File: src/rtl/ap_hs_rr_arbiter_if.sv
// ap_hs_rr_arbiter_if: groups the two ap_vld/ap_ack source streams, the merged
// output stream and the optional statistics counters of ap_hs_rr_arbiter.
// Optional feature macro: ARB_STATS_EN (adds cnt0/cnt1).
// slave  : arbiter side (accepts sources, drives merged output)
// master : environment side (drives sources, consumes merged output)
interface ap_hs_rr_arbiter_if #(
    parameter int unsigned DATA_BITS = 32,
    parameter int unsigned CNT_BITS  = 16
);
    logic [DATA_BITS-1:0] in0_data;
    logic                 in0_vld;
    logic                 in0_ack;
    logic [DATA_BITS-1:0] in1_data;
    logic                 in1_vld;
    logic                 in1_ack;
    logic [DATA_BITS-1:0] out_data;
    logic                 out_src;
    logic                 out_vld;
    logic                 out_ack;
`ifdef ARB_STATS_EN
    logic [CNT_BITS-1:0]  cnt0;
    logic [CNT_BITS-1:0]  cnt1;
`endif

    modport slave (
        input  in0_data, in0_vld, in1_data, in1_vld, out_ack,
        output in0_ack, in1_ack, out_data, out_src, out_vld
`ifdef ARB_STATS_EN
        , output cnt0, cnt1
`endif
    );

    modport master (
        output in0_data, in0_vld, in1_data, in1_vld, out_ack,
        input  in0_ack, in1_ack, out_data, out_src, out_vld
`ifdef ARB_STATS_EN
        , input cnt0, cnt1
`endif
    );
endinterface

File: src/rtl/ap_hs_rr_arbiter.sv
// ap_hs_rr_arbiter: two-into-one round-robin arbiter for ap_vld/ap_ack streams
// with a bounded burst length. The merged word is registered once and tagged
// with its source index. All logic on the rising edge of clk_user, synchronous
// active-high reset.
// Optional feature macro: ARB_STATS_EN adds per-source transfer counters
// cnt0/cnt1 (CNT_BITS wide, wrapping). Without it no counter logic exists.
module ap_hs_rr_arbiter #(
    parameter int unsigned DATA_BITS = 32,
    parameter int unsigned BURST_LEN = 4,
    parameter int unsigned CNT_BITS  = 16
) (
    input logic              clk_user,
    input logic              reset,
    ap_hs_rr_arbiter_if.slave bus
);

    // Reject illegal configurations at elaboration time.
    if (BURST_LEN < 1 || BURST_LEN > 15 || CNT_BITS < 1 || DATA_BITS < 1) begin : g_bad_param
        $error("ap_hs_rr_arbiter: illegal parameter set");
    end

    typedef enum logic {
        S_EMPTY = 1'b0,
        S_FULL  = 1'b1
    } state_t;

    localparam logic [3:0] BURST_LIM = 4'(BURST_LEN);

    state_t               r_state;
    state_t               w_state_nxt;
    logic                 r_owner;
    logic [3:0]           r_burst_cnt;
    logic [DATA_BITS-1:0] r_data;
    logic                 r_src;

    logic                 w_owner_nxt;
    logic [3:0]           w_burst_nxt;
    logic                 w_can_load;
    logic                 w_gnt;
    logic                 w_ack0;
    logic                 w_ack1;
    logic                 w_in_xfer;
    logic                 w_out_xfer;

    // Grant selection: single requester wins; on contention the owner keeps
    // the grant until it has used up its burst allowance.
    always_comb begin
        w_gnt = bus.in1_vld;
        if (bus.in0_vld && bus.in1_vld) begin
            w_gnt = (r_burst_cnt < BURST_LIM) ? r_owner : ~r_owner;
        end
    end

    // A source may transfer only when the output register can take a word;
    // acks are held low while reset is asserted.
    always_comb begin
        w_can_load = (r_state == S_EMPTY) || bus.out_ack;
        w_ack0     = ~reset && w_can_load && bus.in0_vld && ~w_gnt;
        w_ack1     = ~reset && w_can_load && bus.in1_vld &&  w_gnt;
        w_in_xfer  = w_ack0 || w_ack1;
        w_out_xfer = (r_state == S_FULL) && bus.out_ack;
    end

    // Occupancy next state: a load fills (or refills) the register, an
    // unloaded drain empties it.
    always_comb begin
        w_state_nxt = r_state;
        case (r_state)
            S_EMPTY: if (w_in_xfer) w_state_nxt = S_FULL;
            S_FULL:  if (!w_in_xfer && w_out_xfer) w_state_nxt = S_EMPTY;
            default: w_state_nxt = S_EMPTY;
        endcase
    end

    // Burst bookkeeping: the winner here is w_ack1 (source index). Idle
    // cycles leave owner and count untouched so a burst resumes after a gap.
    always_comb begin
        w_owner_nxt = r_owner;
        w_burst_nxt = r_burst_cnt;
        if (w_in_xfer) begin
            if (w_ack1 == r_owner) begin
                w_burst_nxt = (r_burst_cnt < BURST_LIM) ? r_burst_cnt + 4'd1 : BURST_LIM;
            end else begin
                w_owner_nxt = w_ack1;
                w_burst_nxt = 4'd1;
            end
        end
    end

    // State, arbitration history and output register.
    always_ff @(posedge clk_user) begin
        if (reset) begin
            r_state     <= S_EMPTY;
            r_owner     <= 1'b0;
            r_burst_cnt <= '0;
            r_data      <= '0;
            r_src       <= 1'b0;
        end else begin
            r_state     <= w_state_nxt;
            r_owner     <= w_owner_nxt;
            r_burst_cnt <= w_burst_nxt;
            if (w_in_xfer) begin
                r_data <= w_ack1 ? bus.in1_data : bus.in0_data;
                r_src  <= w_ack1;
            end
        end
    end

    assign bus.in0_ack  = w_ack0;
    assign bus.in1_ack  = w_ack1;
    assign bus.out_data = r_data;
    assign bus.out_src  = r_src;
    assign bus.out_vld  = (r_state == S_FULL);

`ifdef ARB_STATS_EN
    logic [CNT_BITS-1:0] r_cnt0;
    logic [CNT_BITS-1:0] r_cnt1;

    // Per-source accepted-transfer counters, wrapping naturally.
    always_ff @(posedge clk_user) begin
        if (reset) begin
            r_cnt0 <= '0;
            r_cnt1 <= '0;
        end else begin
            if (w_ack0) r_cnt0 <= r_cnt0 + 1'b1;
            if (w_ack1) r_cnt1 <= r_cnt1 + 1'b1;
        end
    end

    assign bus.cnt0 = r_cnt0;
    assign bus.cnt1 = r_cnt1;
`endif

endmodule
File: src/flat_wrapper.sv
// flat-port wrapper written by rule: the top's interface ports become plain ports
module ap_hs_rr_arbiter_flat 
#(
    parameter int unsigned DATA_BITS = 32,
    parameter int unsigned BURST_LEN = 4,
    parameter int unsigned CNT_BITS  = 16
)
  (clk_user, reset, bus_in0_data, bus_in0_vld, bus_in1_data, bus_in1_vld, bus_out_ack, bus_in0_ack, bus_in1_ack, bus_out_data, bus_out_src, bus_out_vld);
  ap_hs_rr_arbiter_if #(.DATA_BITS(DATA_BITS), .CNT_BITS(CNT_BITS)) bus_i ();
  input logic clk_user;
  input logic reset;
  input wire logic [$bits(bus_i.in0_data)-1:0] bus_in0_data;
  input wire logic [$bits(bus_i.in0_vld)-1:0] bus_in0_vld;
  input wire logic [$bits(bus_i.in1_data)-1:0] bus_in1_data;
  input wire logic [$bits(bus_i.in1_vld)-1:0] bus_in1_vld;
  input wire logic [$bits(bus_i.out_ack)-1:0] bus_out_ack;
  output wire logic [$bits(bus_i.in0_ack)-1:0] bus_in0_ack;
  output wire logic [$bits(bus_i.in1_ack)-1:0] bus_in1_ack;
  output wire logic [$bits(bus_i.out_data)-1:0] bus_out_data;
  output wire logic [$bits(bus_i.out_src)-1:0] bus_out_src;
  output wire logic [$bits(bus_i.out_vld)-1:0] bus_out_vld;
  assign bus_i.in0_data = bus_in0_data;
  assign bus_i.in0_vld = bus_in0_vld;
  assign bus_i.in1_data = bus_in1_data;
  assign bus_i.in1_vld = bus_in1_vld;
  assign bus_i.out_ack = bus_out_ack;
  assign bus_in0_ack = bus_i.in0_ack;
  assign bus_in1_ack = bus_i.in1_ack;
  assign bus_out_data = bus_i.out_data;
  assign bus_out_src = bus_i.out_src;
  assign bus_out_vld = bus_i.out_vld;
  ap_hs_rr_arbiter #(.DATA_BITS(DATA_BITS), .BURST_LEN(BURST_LEN), .CNT_BITS(CNT_BITS)) u_core (.clk_user(clk_user), .reset(reset), .bus(bus_i));
endmodule
File: config.mk
export PLATFORM = sky130hd
export DESIGN_NAME = ap_hs_rr_arbiter_flat
export DESIGN_NICKNAME = d
export VERILOG_FILES = /design/src/rtl/ap_hs_rr_arbiter_if.sv /design/src/rtl/ap_hs_rr_arbiter.sv /design/src/flat_wrapper.sv
export SDC_FILE = /design/constraint.sdc
export NUM_CORES = 1
export LEC_CHECK = 0
export BUFFER_PORTS_ARGS = -buffer_cell sky130_fd_sc_hd__buf_2
export CORE_MARGIN = 2
export CORE_UTILIZATION = 40
export CTS_BUF_LIST = sky130_fd_sc_hd__clkbuf_4
export CTS_CLUSTER_DIAMETER = 60
export DETAILED_ROUTE_END_ITERATION = 7
export GPL_TIMING_DRIVEN = 1
export PLACE_DENSITY = 0.82
export RECOVER_POWER = 25
export SLEW_MARGIN = 20
export SYNTH_ARGS = -nofsm -noshare
export SYNTH_HDL_FRONTEND = slang
export SYNTH_SLANG_ARGS = --single-unit
File: constraint.sdc
create_clock -name clk_user -period 1.8 [get_ports clk_user]
set_input_delay 0.09 -clock clk_user [delete_from_list [all_inputs] [get_ports clk_user]]
set_output_delay 0.09 -clock clk_user [all_outputs]
set_load 0.1 [all_outputs]
==> flow_summary_export.csv, run 1 <==
group,metric,value,unit
status,status,"complete, but fails checks",
status,violations,"DRC",
logic_synthesis,muxShareOfSynthArea,0.569,%
logic_synthesis,syn_nets,285,
grt,grt_pass1_wl,9340,µm
power,leakage,0.00157,µW
grt,antenna_found_initial,0,
logic_synthesis,synth_xor_area_share,0.498,%
sta,fin_setup_tns,0,ns
sta,slew_violations,0,
sta,hold_viol,0,
sta,fmax,0.599,GHz
logic_synthesis,synth-adder-area-share,0.711,%
logic_synthesis,synth_seq_area_share,44.3,%
cells_and_area,stdcell_count,419,
routing,wl,5870,µm
worst_setup_path,r2r_start,"u_core.bus.out_vld",
worst_setup_path,start_kind,"flip-flop",
cells_and_area,area_delta_synth_final,65.2,%
grt,grt_pass1_vias,2129,
cells_and_area,drive_gt1_share,34.3,%
cts,htreeDepth,2,
floorplanning,fp.dieW,70.3,µm
cts,clk_pin_slew,0.11,ns
sta,final-setup-viol-count,0,
logic_synthesis,yosys_most_used_dff,"dfxtp_1",
worst_setup_path,worstPathMaxFanout,35,
routing,routedWlPerCell,14.0,µm
routing,ant_nets,0,
routing,vias_per_cell,5.12,
routing,drc,11,
logic_synthesis,netlist.area_leader.share,44.3,%
power,ir_worst_vdd,563,µV
sta,slew-limit-headroom,62.1,%
logic_synthesis,avgSynthCellArea,8.19,µm²
sta,fin_crit_sh,92.8,%
floorplanning,std_cell_rows,24,
place,dp_slack,0.205,ns
logic_synthesis,async_flop_share,0,%
grt,grt.overflow.total,0,
worst_setup_path,reg2reg_depth,5,
routing,drtPass1Iterations,8,
cells_and_area,nets,436,
sta,rsz0062_at_grt,"false",
logic_synthesis,synth.most_common_cell,"inv_1",
grt,grt_usage,23.6,%
flow_run,drv_cap,0,
power,p_per_area,926,mW/mm²
sta,period_minus_slack,1.67,ns
logic_synthesis,yosys_warnings,0,
cts,clkLatencyLatePin,0.33,ns
worst_setup_path,startpoint,"u_core.r_burst_cnt[3]",
logic_synthesis,ys_ff_latch,39,
floorplanning,dieArea,0.00495,mm²
floorplanning,initial_core_util,41.0,%
place,hpwl,3310,µm
floorplanning,io_pins,105,
logic_synthesis,synthDistinctLibCells,31,
cts,cts_buffers,5,
worst_setup_path,crit-reg2reg-capture,"u_core.bus.out_data[15]",
hold_path,hold_path_end,"u_core.bus.out_data[29]",
hold_path,min_from,"bus_in1_data[29]",
cts,cts_num_sinks,39,
logic_synthesis,syn_inst,215,
logic_synthesis,synth-simple-area-share,11.7,%
cts,tritoncts,"yes",
routing,drtIter0Drc,234,
worst_setup_path,end_kind,"primary output",
cells_and_area,antenna_cells,0,
sta,skew,0.00617,ns
worst_setup_path,arrival,1.58,ns
logic_synthesis,synth_commonest_cells,"inv_1, dfxtp_1, nand2_1, a222oi_1, clkbuf_1",
floorplanning,chipHeight,70.3,µm
logic_synthesis,synth_top_family_by_area,"compound AO/OA/AOI/OAI gates",
logic_synthesis,synth_edf_count,0,
place,io_buffer_count,104,
logic_synthesis,yosys.area.top_type,"dfxtp_1",
place,place_congestion,0.872,
cts,post_cts_buffers,0,
sta,worst_pin_slew,0.568,ns
routing,vias,2145,
place,place_inst,364,
grt,grt_max_degree,36,
worst_setup_path,reg2reg_setup_slack,0.28,ns
cts,clockBufferDepth,2,
floorplanning,coreArea,0.00429,mm²
logic_synthesis,synthTopCellsByArea,"dfxtp_1, a222oi_1, inv_1",
worst_setup_path,critPathKind,"reg2out",
logic_synthesis,synth-compound-area-share,23.4,%
cts,cts_root_buffer,"clkbuf_4",
hold_path,hold_class,"in2reg",
hold_path,holdPathStages,3,
logic_synthesis,syn_area,0.00176,mm²
worst_setup_path,critPathRequiredTime,1.71,ns
sta,worst_slack,0.130,ns
-- worst max path at each step --
stage	end	cells past startpoint
2_1_floorplan	u_core.bus.out_data[19]	6
3_3_place_gp	u_core.bus.out_data[26]	6
3_5_place_dp	u_core.bus.out_data[26]	6
4_1_cts	bus_in1_ack	5
5_1_grt	bus_in1_ack	5
6_report	bus_in0_ack	5
-- per-layer routing --
metal  track usage [%]  vias up  wire length [µm]
met5                 0        -                 0
li1                  -     1028                 -
met4              8.12        0                93
met3              6.35       12               488
met2              44.2      116              3080
met1              25.0      989              2210
-- sequential cells by signal, summed over array words and instances, names as in the netlist --
register             flops
u_core.r_owner           1
u_core.bus.out_src       1
u_core.bus.out_data     32
u_core.bus.out_vld       1
u_core.r_burst_cnt       4
-- placed cells by master (no fill, tap or decap), types with 2 or more instances in the layout --
master          n
clkinv_1        2
a222oi_1       32
dfxtp_1        38
nor2_1          3
buf_2          85
a21oi_1         2
clkbuf_4        6
inv_1          66
clkbuf_2       17
buf_4           4
dlygate4sd3_1  47
buf_12          4
o21ai_0         3
nand2_1        35
-- per-stage QoR --
step	area, µm²	hold WS [ns]	utilization [%]	total power (µW)
2_1_floorplan	1760	0.152	-	1960
3_3_place_gp	2370	0.337	55.3	2170
3_5_place_dp	2370	0.342	55.3	2190
4_1_cts	2890	0.000769	67.2	2690
5_1_grt	2910	0.000356	67.7	2800
6_report	2910	0.0149	67.7	2690
-- report_power, final --
| group | leakage, µW | internal, µW | total (µW) | switching [µW] |
|---|---|---|---|---|
| logic | 0.00121 | 299 | 1240 | 940 |
| clock network | 0.0000307 | 160 | 433 | 273 |
| registers | 0.000327 | 967 | 1020 | 54.7 |
| total | 0.00157 | 1430 | 2690 | 1270 |
-- cell type report --
| cell class | count | area, µm² |
|---|---|---|
| fill | 352 | 1390 |
| sequential | 39 | 782 |
| multi-input combinational | 95 | 657 |
| inverter | 68 | 260 |
| clock inverter | 2 | 7.51 |
| clock buffer | 6 | 45.0 |
| timing repair buffer | 157 | 1090 |
| tap | 52 | 65.1 |
-- worst max-delay path, cell delays in order, from the launching register on --
cell and delay [ns]:
dfxtp_1 0.45, nor2_4 0.07, xnor2_1 0.13, a21oi_2 0.18, buf_12 0.21, buf_12 0.20
-- kinds of logic (layout without fill, tap and decap cells) --
kind of cell | count (synthesis) | in the layout
buf+inv | 81 | 233
simple gates | 47 | 47
xor+xnor | 1 | 1
flops | 39 | 39
fa+ha+maj | 1 | 1
compound gates | 45 | 45
mux | 1 | 1
-- repair_timing --
item	in CTS	in global routing
endpoints found under the setup margin	0	1
hold buffers	46	1
resized for setup	0	5
endpoints found under the hold margin	33	1
Power figures use the tool's default switching activity.
==> inputs of run 2 (changes only) <==
Settings changed: ABC_AREA set to 1, CORE_UTILIZATION 40 to 39, PLACE_DENSITY 0.82 to 0.85.
Clock period 1.8 ns to 1.45 ns, I/O delays scaled along.
==> run 2 against run 1 <==
  * The run ends with hold timing, setup timing left
  * Clock power grew 24%
  * Sequential power grew 21%
  * Final cell count shrank 4.1%
  * Non-clock buffer count grew 9
  * Design area shrank 2.0%
  * Core utilization grew 4.1 points
  * Highest routed layer unchanged
  * Hold slack lost 0.033 ns
  * Synthesized cell count shrank 12%
  * Power grew 15%
==> flow_summary_export.csv, run 2 <==
group,metric,value,unit
status,status,"complete, but fails checks",
status,violations,"hold timing, setup timing",
worst_setup_path,worstPathMaxFanout,4,
routing,vias_per_cell,5.09,
power,leakage,0.00134,µW
floorplanning,dieArea,0.00461,mm²
place,place_inst,336,
floorplanning,coreArea,0.00397,mm²
logic_synthesis,synthDistinctLibCells,22,
cells_and_area,stdcell_count,402,
logic_synthesis,yosys_most_used_dff,"dfxtp_1",
routing,drtIter0Drc,69,
worst_setup_path,cp_slowest_cell,"dfxtp_2",
logic_synthesis,syn_nets,260,
routing,wl,5900,µm
logic_synthesis,synth_top_family_by_area,"compound AO/OA/AOI/OAI gates",
power,power,3110,µW
logic_synthesis,synth-adder-area-share,0.785,%
worst_setup_path,slowest_delay,0.37,ns
logic_synthesis,synth.most_common_cell,"dfxtp_1",
cts,clockBufferDepth,2,
sta,final-setup-viol-count,4,
worst_setup_path,reg2reg_setup_slack,-0.03,ns
logic_synthesis,synthTopCellsByArea,"dfxtp_1, o22ai_1, nor2_1",
sta,slew-limit-headroom,36.1,%
sta,period_minus_slack,1.54,ns
logic_synthesis,yosys_warnings,0,
place,dp_slack,0.00932,ns
cells_and_area,ff_latch_area,788,µm²
cts,tritoncts,"yes",
worst_setup_path,arrival,1.47,ns
floorplanning,initial_core_util,40.1,%
sta,worst_pin_slew,0.957,ns
floorplanning,std_cell_rows,23,
cts,clk_pin_slew,0.12,ns
grt,antenna_found_initial,0,
logic_synthesis,synth-simple-area-share,16.6,%
logic_synthesis,syn_inst,190,
worst_setup_path,critPathKind,"reg2out",
cells_and_area,layout_common_cells,"buf_2, dlygate4sd3_1, nor2_1",
sta,fmax,0.648,GHz
sta,rsz0062_at_grt,"true",
logic_synthesis,synth-compound-area-share,25.4,%
floorplanning,io_pins,105,
cells_and_area,nets,421,
logic_synthesis,synth_commonest_cells,"dfxtp_1, nor2_1, o22ai_1, o21ai_0, nand2_1",
cells_and_area,multiInputGateArea,722,µm²
floorplanning,fp.dieW,67.9,µm
cells_and_area,utilization,71.8,%
cts,cts_buffers,5,
cells_and_area,largest_reg_flops,32,
routing,drtPass1Iterations,4,
worst_setup_path,crit_chain,"inv_2 -> nand2_2 -> nand2_2 -> nand3_4 -> nand3_4 -> buf_12 -> clkinvlp_4 -> buf_12",
sta,skew,0.0143,ns
logic_synthesis,synth_xor_area_share,0,%
worst_setup_path,critical-path-top-delay-family,"buffers and inverters",
sta,slew_violations,0,
routing,vias,2045,
place,io_buffer_count,104,
hold_path,hold_class,"in2reg",
logic_synthesis,netlist.area_leader.share,49.0,%
cells_and_area,antenna_cells,0,
grt,grt_usage,25.1,%
place,place_congestion,0.832,
logic_synthesis,yosys.area.top_type,"dfxtp_1",
routing,drc,0,
worst_setup_path,start_kind,"flip-flop",
routing,routedWlPerCell,14.7,µm
logic_synthesis,async_flop_share,0,%
power,p_per_area,1090,mW/mm²
logic_synthesis,avgSynthCellArea,8.39,µm²
sta,hold_viol,4,
grt,grt_max_degree,36,
logic_synthesis,ys_ff_latch,39,
cts,htreeDepth,2,
sta,timing.hold.ws,-0.0183,ns
cells_and_area,nFillCells,297,
logic_synthesis,synth_edf_count,0,
logic_synthesis,syn_area,0.00159,mm²
routing,ant_nets,0,
grt,grt_pass1_vias,2000,
cells_and_area,drive_gt1_share,41.2,%
power,ir_worst_vdd,673,µV
sta,fin_crit_sh,106,%
cells_and_area,layout_commonest_cell,"buf_2",
cts,cts_num_sinks,39,
sta,fin_setup_tns,-0.191,ns
worst_setup_path,critPathRequiredTime,1.38,ns
cells_and_area,area_delta_synth_final,78.8,%
logic_synthesis,synth_seq_area_share,49.0,%
flow_run,drv_cap,0,
place,hpwl,3010,µm
worst_setup_path,end_kind,"primary output",
cts,clkLatencyLatePin,0.35,ns
floorplanning,chipHeight,67.9,µm
worst_setup_path,path_buf_inv,4,
logic_synthesis,muxShareOfSynthArea,0,%
grt,grt_pass1_wl,8650,µm
grt,grt.overflow.total,0,
sta,worst_slack,-0.0929,ns
cts,cts_root_buffer,"clkbuf_4",
-- run 2: cell count changes after synthesis, moves of 23 or more --
cell      delta
o22ai_1     +31
nand2_1     -25
nor2_1      +34
inv_1       -57
o21ai_0     +23
a222oi_1    -32
-- run 2: repair_timing --
action / 4_1_cts / 5_1_grt
hold endpoints to repair: 29 / 1
buffers inserted: 5 / 0
pin swaps: 2 / 4
endpoints found under the setup margin: 4 / 38
hold buffers: 52 / 1
gates resized for setup: 8 / 27
-- run 2: power by group --
| group | leakage [µW] | switching [µW] | internal [µW] |
|---|---|---|---|
| Combinational | 0.000987 | 985 | 358 |
| Clock | 0.0000306 | 359 | 180 |
| Sequential | 0.000325 | 56.3 | 1170 |
| Total | 0.00134 | 1400 | 1710 |
-- run 2: path summary, 6_finish.rpt --
check / depth (start not counted) / from / to
max: 8 / u_core.r_burst_cnt[3] / bus_in1_ack
min: 3 / bus_in0_data[2] / u_core.bus.out_data[2]
max reg2reg: 9 / u_core.r_burst_cnt[3] / u_core.r_burst_cnt[2]
min reg2reg: 2 / u_core.bus.out_src / u_core.bus.out_src
-- run 2: through the flow --
stage / hold slack [ns] / area [µm²]
floorplan: 0.132 / 1620
global placement: 0.324 / 2160
detailed placement: 0.333 / 2160
CTS: 0.0000783 / 2790
global route: 0.00240 / 2850
finish: -0.0183 / 2850
-- run 2: final cells by class --
class                           instances  share of cell area (%)
Clock inverter                          3                   0.483
Clock buffer                            5                    1.32
Sequential cell                        39                    27.7
Inverter                               10                    1.58
Tap cell                               50                    2.19
Multi-Input combinational cell        129                    25.3
Timing Repair Buffer                  166                    41.4
-- run 2: worst register-to-register path, cell delays in order (launching register included) --
cell	delay, ns
dfxtp_2	0.37
inv_2	0.04
nand2_2	0.06
nand2_2	0.06
nand3_4	0.08
nand3_4	0.11
nand2_4	0.33
inv_1	0.15
nand2_1	0.09
a21oi_1	0.06
-- run 2: per-layer routing --
metal	up-vias	wire length [µm]	GRT usage, %
met4	0	269	15.5
met3	33	368	6.91
met2	95	3070	45.8
li1	992	-	-
met5	-	0	0
met1	925	2190	24.8
-- run 2: cell families (layout without fill, tap and decap cells) --
kind of cell,count (synthesis),count (layout)
flops,39,39
compound gates,70,70
buf+inv,22,184
simple gates,58,58
fa+ha+maj,1,1
==> inputs of run 3 (changes only) <==
Settings changed: ABC_AREA 1 to unset, CORE_UTILIZATION 39 to 40.
==> run 3 against run 2 <==
  * The run ends with DRC, setup timing left
  * Sequential cell count did not move
  * Global-route usage rose by 6.1 points
  * First-iteration DRC count rose to 6.9 times the previous value
  * Critical path depth fell by 1
  * Non-clock buffer count rose by 28
  * Core utilization rose by 7.0 points
  * Combinational power rose by 30%
  * Sequential share of layout area fell by 4.4 points
  * Clock-buffer cell count did not move
  * Worst setup slack got worse by 0.21 ns
  * Largest cell class unchanged
==> flow_summary_export.csv, run 3 (synthesis gave the netlist of run 1 again) <==
group,metric,value,unit
worst_setup_path,critPathRequiredTime,1.67,ns
routing,drtPass1Iterations,8,
routing,drc,16,
worst_setup_path,cp_slowest_cell,"a222oi_1",
floorplanning,io_pins,105,
worst_setup_path,critPathKind,"reg2reg",
cts,htreeDepth,2,
cts,cts_root_buffer,"clkbuf_4",
worst_setup_path,end_kind,"flip-flop",
cells_and_area,drive_gt1_share,38.3,%
cells_and_area,ff_latch_area,788,µm²
grt,grt_pass1_wl,12000,µm
grt,antenna_found_initial,0,
sta,slew_violations,0,
power,p_switching,1770,µW
power,p_per_area,1060,mW/mm²
floorplanning,initial_core_util,41.0,%
power,p_seq_share,35.8,%
routing,drtIter0Drc,474,
cells_and_area,nFillCells,211,
cells_and_area,area_delta_synth_final,92.3,%
floorplanning,std_cell_rows,24,
cells_and_area,layout_common_cells,"buf_2, inv_1, dlygate4sd3_1",
sta,rsz0062_at_grt,"true",
floorplanning,chipHeight,70.3,µm
routing,wl,9470,µm
flow_run,drv_cap,0,
cells_and_area,antenna_cells,0,
worst_setup_path,arrival,1.97,ns
sta,final-setup-viol-count,38,
power,intPower,1840,µW
power,pwr-share-comb,48.4,%
cells_and_area,multiInputGateArea,722,µm²
power,swShare,49.0,%
cts,cts_num_sinks,39,
sta,period_minus_slack,1.75,ns
routing,vias_per_cell,5.93,
sta,worst_slack,-0.302,ns
routing,ant_nets,0,
place,io_buffer_count,104,
cells_and_area,largest_reg_flops,32,
cts,clk_pin_slew,0.14,ns
cts,cts_buffers,5,
worst_setup_path,worstPathMaxFanout,13,
place,place_congestion,0.896,
floorplanning,fp.dieW,70.3,µm
cells_and_area,utilization,78.8,%
grt,grt_pass1_vias,2507,
cts,clkLatencyLatePin,0.36,ns
worst_setup_path,start_kind,"flip-flop",
sta,slew-limit-headroom,65.6,%
sta,skew,0.0203,ns
status,status,"complete, but fails checks",
grt,grt_usage,31.2,%
routing,vias,2709,
floorplanning,coreArea,0.00429,mm²
hold_path,hold_class,"in2reg",
worst_setup_path,crit_chain,"nor2_4 -> buf_6 -> xnor2_2 -> a21oi_2 -> buf_6 -> buf_12 -> a222oi_1",
sta,worst_pin_slew,0.520,ns
floorplanning,dieArea,0.00495,mm²
sta,fmax,0.571,GHz
worst_setup_path,slowest_delay,0.40,ns
grt,grt.overflow.total,0,
cts,tritoncts,"yes",
power,ir_worst_vdd,646,µV
sta,hold_viol,0,
cells_and_area,layout_commonest_cell,"buf_2",
cts,clockBufferDepth,2,
status,violations,"DRC, setup timing",
place,hpwl,3410,µm
power,power,3600,µW
routing,routedWlPerCell,20.7,µm
power,leakage,0.00179,µW
sta,fin_crit_sh,121,%
cells_and_area,nets,475,
grt,grt_max_degree,23,
worst_setup_path,crit_top_cell,"buf_6",
power,p_clk_share,15.7,%
## run 3: cell types whose count changed in the layout (fill, tap and decap cells not counted), moves of 10 or more
cell           before  now
nand2_1             8   35
o21ai_1            18    0
o22ai_1            30    1
a222oi_1            0   32
nor2_1             36    3
inv_1               4   66
dlygate4sd3_1      53   66
o21ai_0            13    3
## run 3: final timing paths
path	from	to	slack, ns	cells after the start
hold / removal	bus_out_ack	u_core.bus.out_vld	0.03	3
setup / recovery	u_core.r_burst_cnt[2]	u_core.bus.out_data[12]	-0.30	7
hold reg to reg	u_core.bus.out_data[20]	u_core.bus.out_data[20]	0.49	2
setup reg to reg	u_core.r_burst_cnt[2]	u_core.bus.out_data[12]	-0.30	7
## run 3: layout make-up
class                      count  share of cell area [%]
timing repair buffer         194                    43.4
tap                           52                    1.92
sequential                    39                    23.3
clock inverter                 2                   0.259
clock buffer                   5                    1.11
multi-input combinational     95                    21.3
timing repair inverter         2                   0.739
inverter                      68                    7.91
## run 3: metal layers
metal	part of all wire (%)	track usage [%]	up-vias
met5	0	0	-
met4	6.5	14.1	0
met3	15	8.80	76
met2	44	52.7	319
met1	35	36.3	1206
li1	-	-	1108
## run 3: per-stage QoR
| step | cells | TNS, ns | cell area [µm²] | setup slack, ns | hold WS [ns] |
|---|---|---|---|---|---|
| final | 457 | -5.63 | 3380 | -0.302 | 0.0263 |
| after global routing | 457 | -6.52 | 3380 | -0.306 | 0.0361 |
| after CTS | 447 | -0.621 | 3190 | -0.135 | 0.0165 |
| after detailed placement | 369 | -0.205 | 2410 | -0.0204 | 0.326 |
| after global placement | 369 | 0 | 2410 | 0.00383 | 0.320 |
| after floorplan | 215 | -0.0615 | 1800 | -0.00879 | 0.132 |
## run 3: power groups by stage
stage          Sequential (µW)  Clock [µW]  Combinational [µW]
2_1_floorplan             2160           0                 280
3_3_place_gp              1280           0                1420
3_5_place_dp              1280           0                1430
4_1_cts                   1260         539                1590
5_1_grt                   1300         597                1790
6_report                  1290         567                1740
## run 3: timing repair
item,4_1_cts,5_1_grt
endpoints found under the setup margin,34,37
cloned,1,2
buffers inserted,4,10
endpoints found under the hold margin,35,0
pin swaps,4,9
resized for setup,11,23
hold buffers,66,0
## run 3: critical path, delay by kind of cell, from the launching register on
kind                   cells  cell delay (ns)
buffers and inverters      3             0.42
AND/OR/NAND/NOR            1             0.18
XOR/XNOR                   1             0.11
flip-flops                 1             0.38
AO/OA/AOI/OAI              2             0.50
